[config.mk]
export PLATFORM = sky130hd
export DESIGN_NAME = branch_target_buffer
export DESIGN_NICKNAME = d
export VERILOG_FILES = /design/src/rtl/branch_target_buffer.sv
export SDC_FILE = /design/constraint.sdc
export NUM_CORES = 2
export LEC_CHECK = 0
export CAP_MARGIN = 20
export CORE_AREA = 8 8 315 317
export CTS_CLUSTER_SIZE = 28
export DETAILED_ROUTE_END_ITERATION = 8
export DIE_AREA = 0 0 323 325
export GPL_ROUTABILITY_DRIVEN = 1
export HOLD_SLACK_MARGIN = 0.05
export PLACE_DENSITY = 0.8
export RECOVER_POWER = 25
export SYNTH_ARGS = -nofsm -noshare
export SYNTH_HDL_FRONTEND = slang
export SYNTH_SLANG_ARGS = --single-unit
[constraint.sdc]
create_clock -name CLK -period 34.6 [get_ports CLK]
set_input_delay 5.19 -clock CLK [delete_from_list [all_inputs] [get_ports CLK]]
set_output_delay 5.19 -clock CLK [all_outputs]
set_load 0.1 [all_outputs]
[src/rtl/branch_target_buffer.sv]
// Branch target buffer for the fetch stage: direct-mapped table of
// {valid, tag, target, direction counter}, looked up combinationally by
// fetch and trained by execute. Includes a one-entry-per-cycle
// invalidate sweep and saturating update/mispredict statistics.
module branch_target_buffer #(
    parameter int ENTRIES  = 16,
    parameter int CTR_BITS = 2,
    parameter int DYNAMIC  = 1,
    parameter int STAT_W   = 16
) (
    input  logic              CLK,
    input  logic              RST,
    input  logic [31:0]       lookup_pc,
    output logic              pred_hit,
    output logic              pred_taken,
    output logic [31:0]       pred_target,
    input  logic              update_en,
    input  logic [31:0]       update_pc,
    input  logic              update_taken,
    input  logic [31:0]       update_target,
    input  logic              flush_req,
    output logic              busy,
    output logic [STAT_W-1:0] update_cnt,
    output logic [STAT_W-1:0] mispred_cnt
);

    localparam int IDX_W = $clog2(ENTRIES);
    localparam int TAG_W = 30 - IDX_W;

    // Weakly-taken on allocation, weakly-not-taken after reset/sweep.
    localparam logic [CTR_BITS-1:0] CTR_MAX = '1;
    localparam logic [CTR_BITS-1:0] CTR_WT  = CTR_BITS'(1) << (CTR_BITS - 1);
    localparam logic [CTR_BITS-1:0] CTR_WNT = CTR_WT - CTR_BITS'(1);
    localparam logic [IDX_W-1:0]    LAST_IDX = IDX_W'(ENTRIES - 1);
    localparam logic                DYN_EN  = (DYNAMIC != 0);

    localparam logic [0:0] ST_IDLE  = 1'b0;
    localparam logic [0:0] ST_SWEEP = 1'b1;

    logic [ENTRIES-1:0]  valid_q, valid_d;
    logic [TAG_W-1:0]    tag_q    [ENTRIES];
    logic [TAG_W-1:0]    tag_d    [ENTRIES];
    logic [31:0]         target_q [ENTRIES];
    logic [31:0]         target_d [ENTRIES];
    logic [CTR_BITS-1:0] ctr_q    [ENTRIES];
    logic [CTR_BITS-1:0] ctr_d    [ENTRIES];

    logic [0:0]       state_q, state_d;
    logic [IDX_W-1:0] sweep_ptr_q, sweep_ptr_d;
    logic [STAT_W-1:0] update_cnt_q, update_cnt_d;
    logic [STAT_W-1:0] mispred_cnt_q, mispred_cnt_d;

    logic [IDX_W-1:0] l_idx, u_idx;
    logic [TAG_W-1:0] l_tag, u_tag;
    logic             u_hit, u_pred, upd_acc;
    logic             unused_pc_bits;

    assign l_idx = lookup_pc[IDX_W+1:2];
    assign l_tag = lookup_pc[31:IDX_W+2];
    assign u_idx = update_pc[IDX_W+1:2];
    assign u_tag = update_pc[31:IDX_W+2];
    assign unused_pc_bits = ^{lookup_pc[1:0], update_pc[1:0]};

    assign busy = (state_q == ST_SWEEP);

    // Fetch-side lookup from registered state; no bypass of same-cycle updates.
    always_comb begin
        pred_hit    = valid_q[l_idx] && (tag_q[l_idx] == l_tag) && !busy;
        pred_taken  = pred_hit && DYN_EN && ctr_q[l_idx][CTR_BITS-1];
        pred_target = pred_hit ? target_q[l_idx] : 32'h0;
    end

    // Prediction the table would give the updating instruction, pre-update.
    always_comb begin
        upd_acc = update_en && !busy;
        u_hit   = valid_q[u_idx] && (tag_q[u_idx] == u_tag);
        u_pred  = u_hit && DYN_EN && ctr_q[u_idx][CTR_BITS-1];
    end

    // Table next-state: execute-stage training, or one entry cleared per sweep cycle.
    always_comb begin
        valid_d  = valid_q;
        tag_d    = tag_q;
        target_d = target_q;
        ctr_d    = ctr_q;
        if (upd_acc) begin
            if (u_hit) begin
                if (update_taken) begin
                    if (ctr_q[u_idx] != CTR_MAX) ctr_d[u_idx] = ctr_q[u_idx] + CTR_BITS'(1);
                    target_d[u_idx] = update_target;
                end else begin
                    if (ctr_q[u_idx] != '0) ctr_d[u_idx] = ctr_q[u_idx] - CTR_BITS'(1);
                end
            end else if (update_taken) begin
                valid_d[u_idx]  = 1'b1;
                tag_d[u_idx]    = u_tag;
                target_d[u_idx] = update_target;
                ctr_d[u_idx]    = CTR_WT;
            end
        end
        if (busy) begin
            valid_d[sweep_ptr_q] = 1'b0;
            ctr_d[sweep_ptr_q]   = CTR_WNT;
        end
    end

    // Sweep FSM; a flush request while sweeping is ignored.
    always_comb begin
        state_d     = state_q;
        sweep_ptr_d = sweep_ptr_q;
        case (state_q)
            ST_IDLE: begin
                if (flush_req) begin
                    state_d     = ST_SWEEP;
                    sweep_ptr_d = '0;
                end
            end
            ST_SWEEP: begin
                sweep_ptr_d = sweep_ptr_q + IDX_W'(1);
                if (sweep_ptr_q == LAST_IDX) state_d = ST_IDLE;
            end
            default: state_d = ST_IDLE;
        endcase
    end

    // Saturating statistics over accepted updates only.
    always_comb begin
        update_cnt_d  = update_cnt_q;
        mispred_cnt_d = mispred_cnt_q;
        if (upd_acc) begin
            if (update_cnt_q != '1) update_cnt_d = update_cnt_q + STAT_W'(1);
            if ((update_taken != u_pred) && (mispred_cnt_q != '1))
                mispred_cnt_d = mispred_cnt_q + STAT_W'(1);
        end
    end

    assign update_cnt  = update_cnt_q;
    assign mispred_cnt = mispred_cnt_q;

    // State registers with asynchronous reset.
    always_ff @(posedge CLK or posedge RST) begin
        if (RST) begin
            valid_q       <= '0;
            state_q       <= ST_IDLE;
            sweep_ptr_q   <= '0;
            update_cnt_q  <= '0;
            mispred_cnt_q <= '0;
            for (int i = 0; i < ENTRIES; i++) begin
                tag_q[i]    <= '0;
                target_q[i] <= '0;
                ctr_q[i]    <= CTR_WNT;
            end
        end else begin
            valid_q       <= valid_d;
            tag_q         <= tag_d;
            target_q      <= target_d;
            ctr_q         <= ctr_d;
            state_q       <= state_d;
            sweep_ptr_q   <= sweep_ptr_d;
            update_cnt_q  <= update_cnt_d;
            mispred_cnt_q <= mispred_cnt_d;
        end
    end

endmodule
==> flow_metrics.py <==
metrics = {
    "run_status": {
        "status": "complete, but fails checks",
        "violations": "max-capacitance violations, max-slew violations",
    },
    "final_layout": {
        "final_cell_area_um2": 58000,
        "drive_gt1_frac": 0.4562,
        "fin_cells": 4872,
        "fillers": 6928,
        "layout-area-overhead-vs-synth_pct": 12.70,
        "seqCellArea_um2": 25370,
        "multi_input_area_um2": 24890,
        "post-route-util": 0.6160,
        "num-nets-final": 3620,
    },
    "grt": {
        "groute.usage.overall": 0.2603,
        "grt_pass1_wl_um": 211700,
        "grt_overflow": 0,
        "grt_max_degree": 177,
        "antenna_found_initial": 11,
        "grt_pass1_vias": 33860,
    },
    "routing": {
        "routed-via-count": 32490,
        "antenna_left": 0,
        "drt_iter0_drc": 3125,
        "detail_route.first_pass.iterations": 6,
        "viasPerCell": 6.670,
        "drc": 0,
        "routed_wl_um": 137100,
        "met3_wirelength_um": 10580,
        "wl_met1_um": 55450,
        "wl_met2_um": 65930,
        "dr.max_layer_used": "met5",
        "post_drt_wl_per_cell_um": 28.13,
    },
    "pwr": {
        "p_clk_frac": 0.392,
        "switchingPower_mw": 0.8338,
        "p_leak_nw": 26.45,
        "combPwrFrac": 0.156,
        "internal_power_mw": 2.331,
        "powerDensity_nw_per_um2": 54.56,
        "seq_power_share": 0.452,
        "sw_frac_of_total": 0.2635,
        "irDropWorstVdd_uv": 60.25,
    },
    "clock_network": {
        "cts_buffers": 105,
        "clk_pin_slew_worst_paths_ps": 60,
        "cts_root_buf": "clkbuf_16",
        "cts_max_path_buffers": 3,
        "cts_tree": "done",
        "h-tree-depth": 3,
        "cts_resized": 0,
        "clock_latency_ps": 710,
        "cts_setup_buffers": 0,
        "holdBufCountCts": 0,
        "clkSinkCount": 1013,
    },
    "timing": {
        "hold_ws_ps": 488.2,
        "fin_skew_ps": 35.18,
        "setup_viol": 0,
        "period_minus_slack_ps": 18730,
        "rsz0062_at_grt": "false",
        "finalSetupTns_ps": 0,
        "worst_slew_pin_slew_ps": 8357,
        "report.final.slew_viol_count": 663,
        "max_slew_margin": -4.571,
        "max_freq_mhz": 53.39,
        "report.final.hold_viol_count": 0,
        "period_share": 0.5414,
    },
    "worst_setup_path": {
        "worst-path-max-fanout": 163,
        "max_stage_delay_ps": 6020,
        "path_class": "in2async",
        "cp-end-kind": "asynchronous set/reset pin",
        "path_common_cell": "clkbuf_1",
        "slowest_stage": "clkbuf_1",
        "worst_ep_arrival_time_ps": 17440,
        "start_kind": "input port",
        "worstPathRequired_ps": 33310,
        "path_cells": "dlygate4sd3_1, clkinvlp_2, clkbuf_1, clkbuf_1",
    },
    "floorplanning": {
        "die_area_um2": 105000,
        "fp.dieH_um": 325,
        "rows": 113,
        "ioPinCount": 168,
        "start_util": 0.5466,
        "coreArea_um2": 94160,
        "die_w_um": 323,
    },
    "synthesis": {
        "synth_cell_types": 65,
        "ys_seq_area_frac": 0.4929,
        "synth_edf_count": 0,
        "synth_area_leaders": "dfrtp_1 48%, mux2_2 21%, mux4_2 17%",
        "synth_top_cell_area_share": 0.4847,
        "synth.top_cells.by_count": "997 x dfrtp_1, 937 x mux2_2, 380 x mux4_2",
        "yosysWarnings": 0,
        "synthFlopType": "dfrtp_1",
        "synth-seq-cells": 1013,
        "postSynthCellCount": 3471,
        "yosysMostFrequentCell": "dfrtp_1",
        "synth_area_leader_cell": "dfrtp_1",
        "synth-async-reset-ratio": 1.000,
        "syn-num-nets": 3580,
        "synth.avg_cell_area_um2": 14.83,
        "syn_area_um2": 51470,
    },
    "placement": {
        "place_hpwl_um": 78690,
        "gp_congestion": 0.9015,
        "place_inst": 4666,
        "portBuffers": 163,
        "placed_area_um2": 54150,
    },
    "hold_path": {
        "hold_path.class": "reg2reg",
    },
    "flow_run": {
        "cap_viol_max_count": 9,
    },
}
[metrics by stage]
| stage | power (mW) | setup slack [ps] |
|---|---|---|
| floorplan | 1.797 | 931.9 |
| global placement | 1.911 | 17900 |
| detailed placement | 1.935 | 17880 |
| CTS | 3.178 | 17850 |
| global route | 3.277 | 13110 |
| finish | 3.165 | 15870 |
[per-layer routing]
layer | GRT usage | vias to the layer above
li1 | - | 13310
met2 | 0.4115 | 1400
met5 | 0 | -
met3 | 0.05229 | 335
met1 | 0.3583 | 17440
met4 | 0.09509 | 6
[cell families after synthesis]
group / synth area share
compound gates: 0.03612
flops: 0.4929
simple gates: 0.03751
mux: 0.3905
xor+xnor: 0.01344
buf+inv: 0.02754
fa+ha+maj: 0.001945
[registers in the layout, summed over array words and instances (netlist names)]
| name | count |
|---|---|
| valid_q | 16 |
| busy | 1 |
| ctr_q | 32 |
| sweep_ptr_q | 4 |
| tag_q | 416 |
| update_cnt | 16 |
| mispred_cnt | 16 |
| target_q | 512 |
[placed cells by master (no fill, tap or decap), types with 8 or more instances in the layout]
cell             synthesis  routed
a31oi_1                 13      13
a211oi_1                12      12
o221a_2                 13      13
o22ai_1                 34      34
mux4_2                 380     380
o21ai_0                 20      20
nor2_4                   0      15
and3_1                  57      57
or4_1                   10      10
a21oi_1                 61      61
nand2_1                 83      78
clkbuf_16                0     105
clkbuf_8                 0      24
buf_4                   18      68
inv_1                   17      16
clkinv_2                 0      14
mux2i_1                 99      99
o41ai_1                 10      10
o21a_1                  16      16
clkdlybuf4s50_1          0     151
a21o_1                  13      13
dfrtp_1                997     997
xnor2_1                 63      63
clkbuf_1               190      30
bufinv_16                0      18
nor2b_1                 27      26
xor2_1                  16      16
dfstp_2                 16      16
nor3_1                  16      14
diode_2                  0       8
nand3_1                 30      30
nor2_1                  62      51
a22oi_1                 34      34
nand4_1                 18      18
mux2_2                 937     937
ha_1                     8       8
nor3_4                   0      11
[worst paths after layout]
kind / start / endpoint / slack (ps) / depth (start not counted)
worst max-delay path: RST / target_q[46]$_DFFE_PP0P_ / 15870 / 4
min in group asynchronous: RST / update_cnt[6]$_DFFE_PP0P_ / 6410 / 2
worst min-delay path: update_cnt[6]$_DFFE_PP0P_ / update_cnt[6]$_DFFE_PP0P_ / 490 / 1
worst max register to register: tag_q[149]$_DFFE_PP0P_ / ctr_q[16]$_DFF_PP1_ / 29880 / 10
max in group CLK: lookup_pc[2] / pred_target[30] / 17880 / 13
worst min register to register: update_cnt[6]$_DFFE_PP0P_ / update_cnt[6]$_DFFE_PP0P_ / 490 / 1
[area by class of cell]
cell class | count | area share
Antenna cell | 8 | 0.0003451
Clock buffer | 147 | 0.05181
Clock inverter | 48 | 0.01493
Inverter | 18 | 0.001186
Multi-Input combinational cell | 2132 | 0.4291
Sequential cell | 1013 | 0.4374
Tap cell | 1265 | 0.02729
Timing Repair Buffer | 241 | 0.03796
[power groups by stage]
| stage | sequential [mW] | combinational, mW | clock (mW) |
|---|---|---|---|
| after global placement | 1.43 | 0.477 | 0 |
| after CTS | 1.43 | 0.494 | 1.26 |
| after floorplan | 1.44 | 0.354 | 0 |
| after detailed placement | 1.44 | 0.490 | 0 |
| after global routing | 1.45 | 0.527 | 1.30 |
| final | 1.43 | 0.494 | 1.24 |
[worst max-delay path, delay by kind of cell]
family | cells | cell delay, ps
buf+inv | 4 | 11960
No activity file was read; power rests on OpenSTA's default activity.
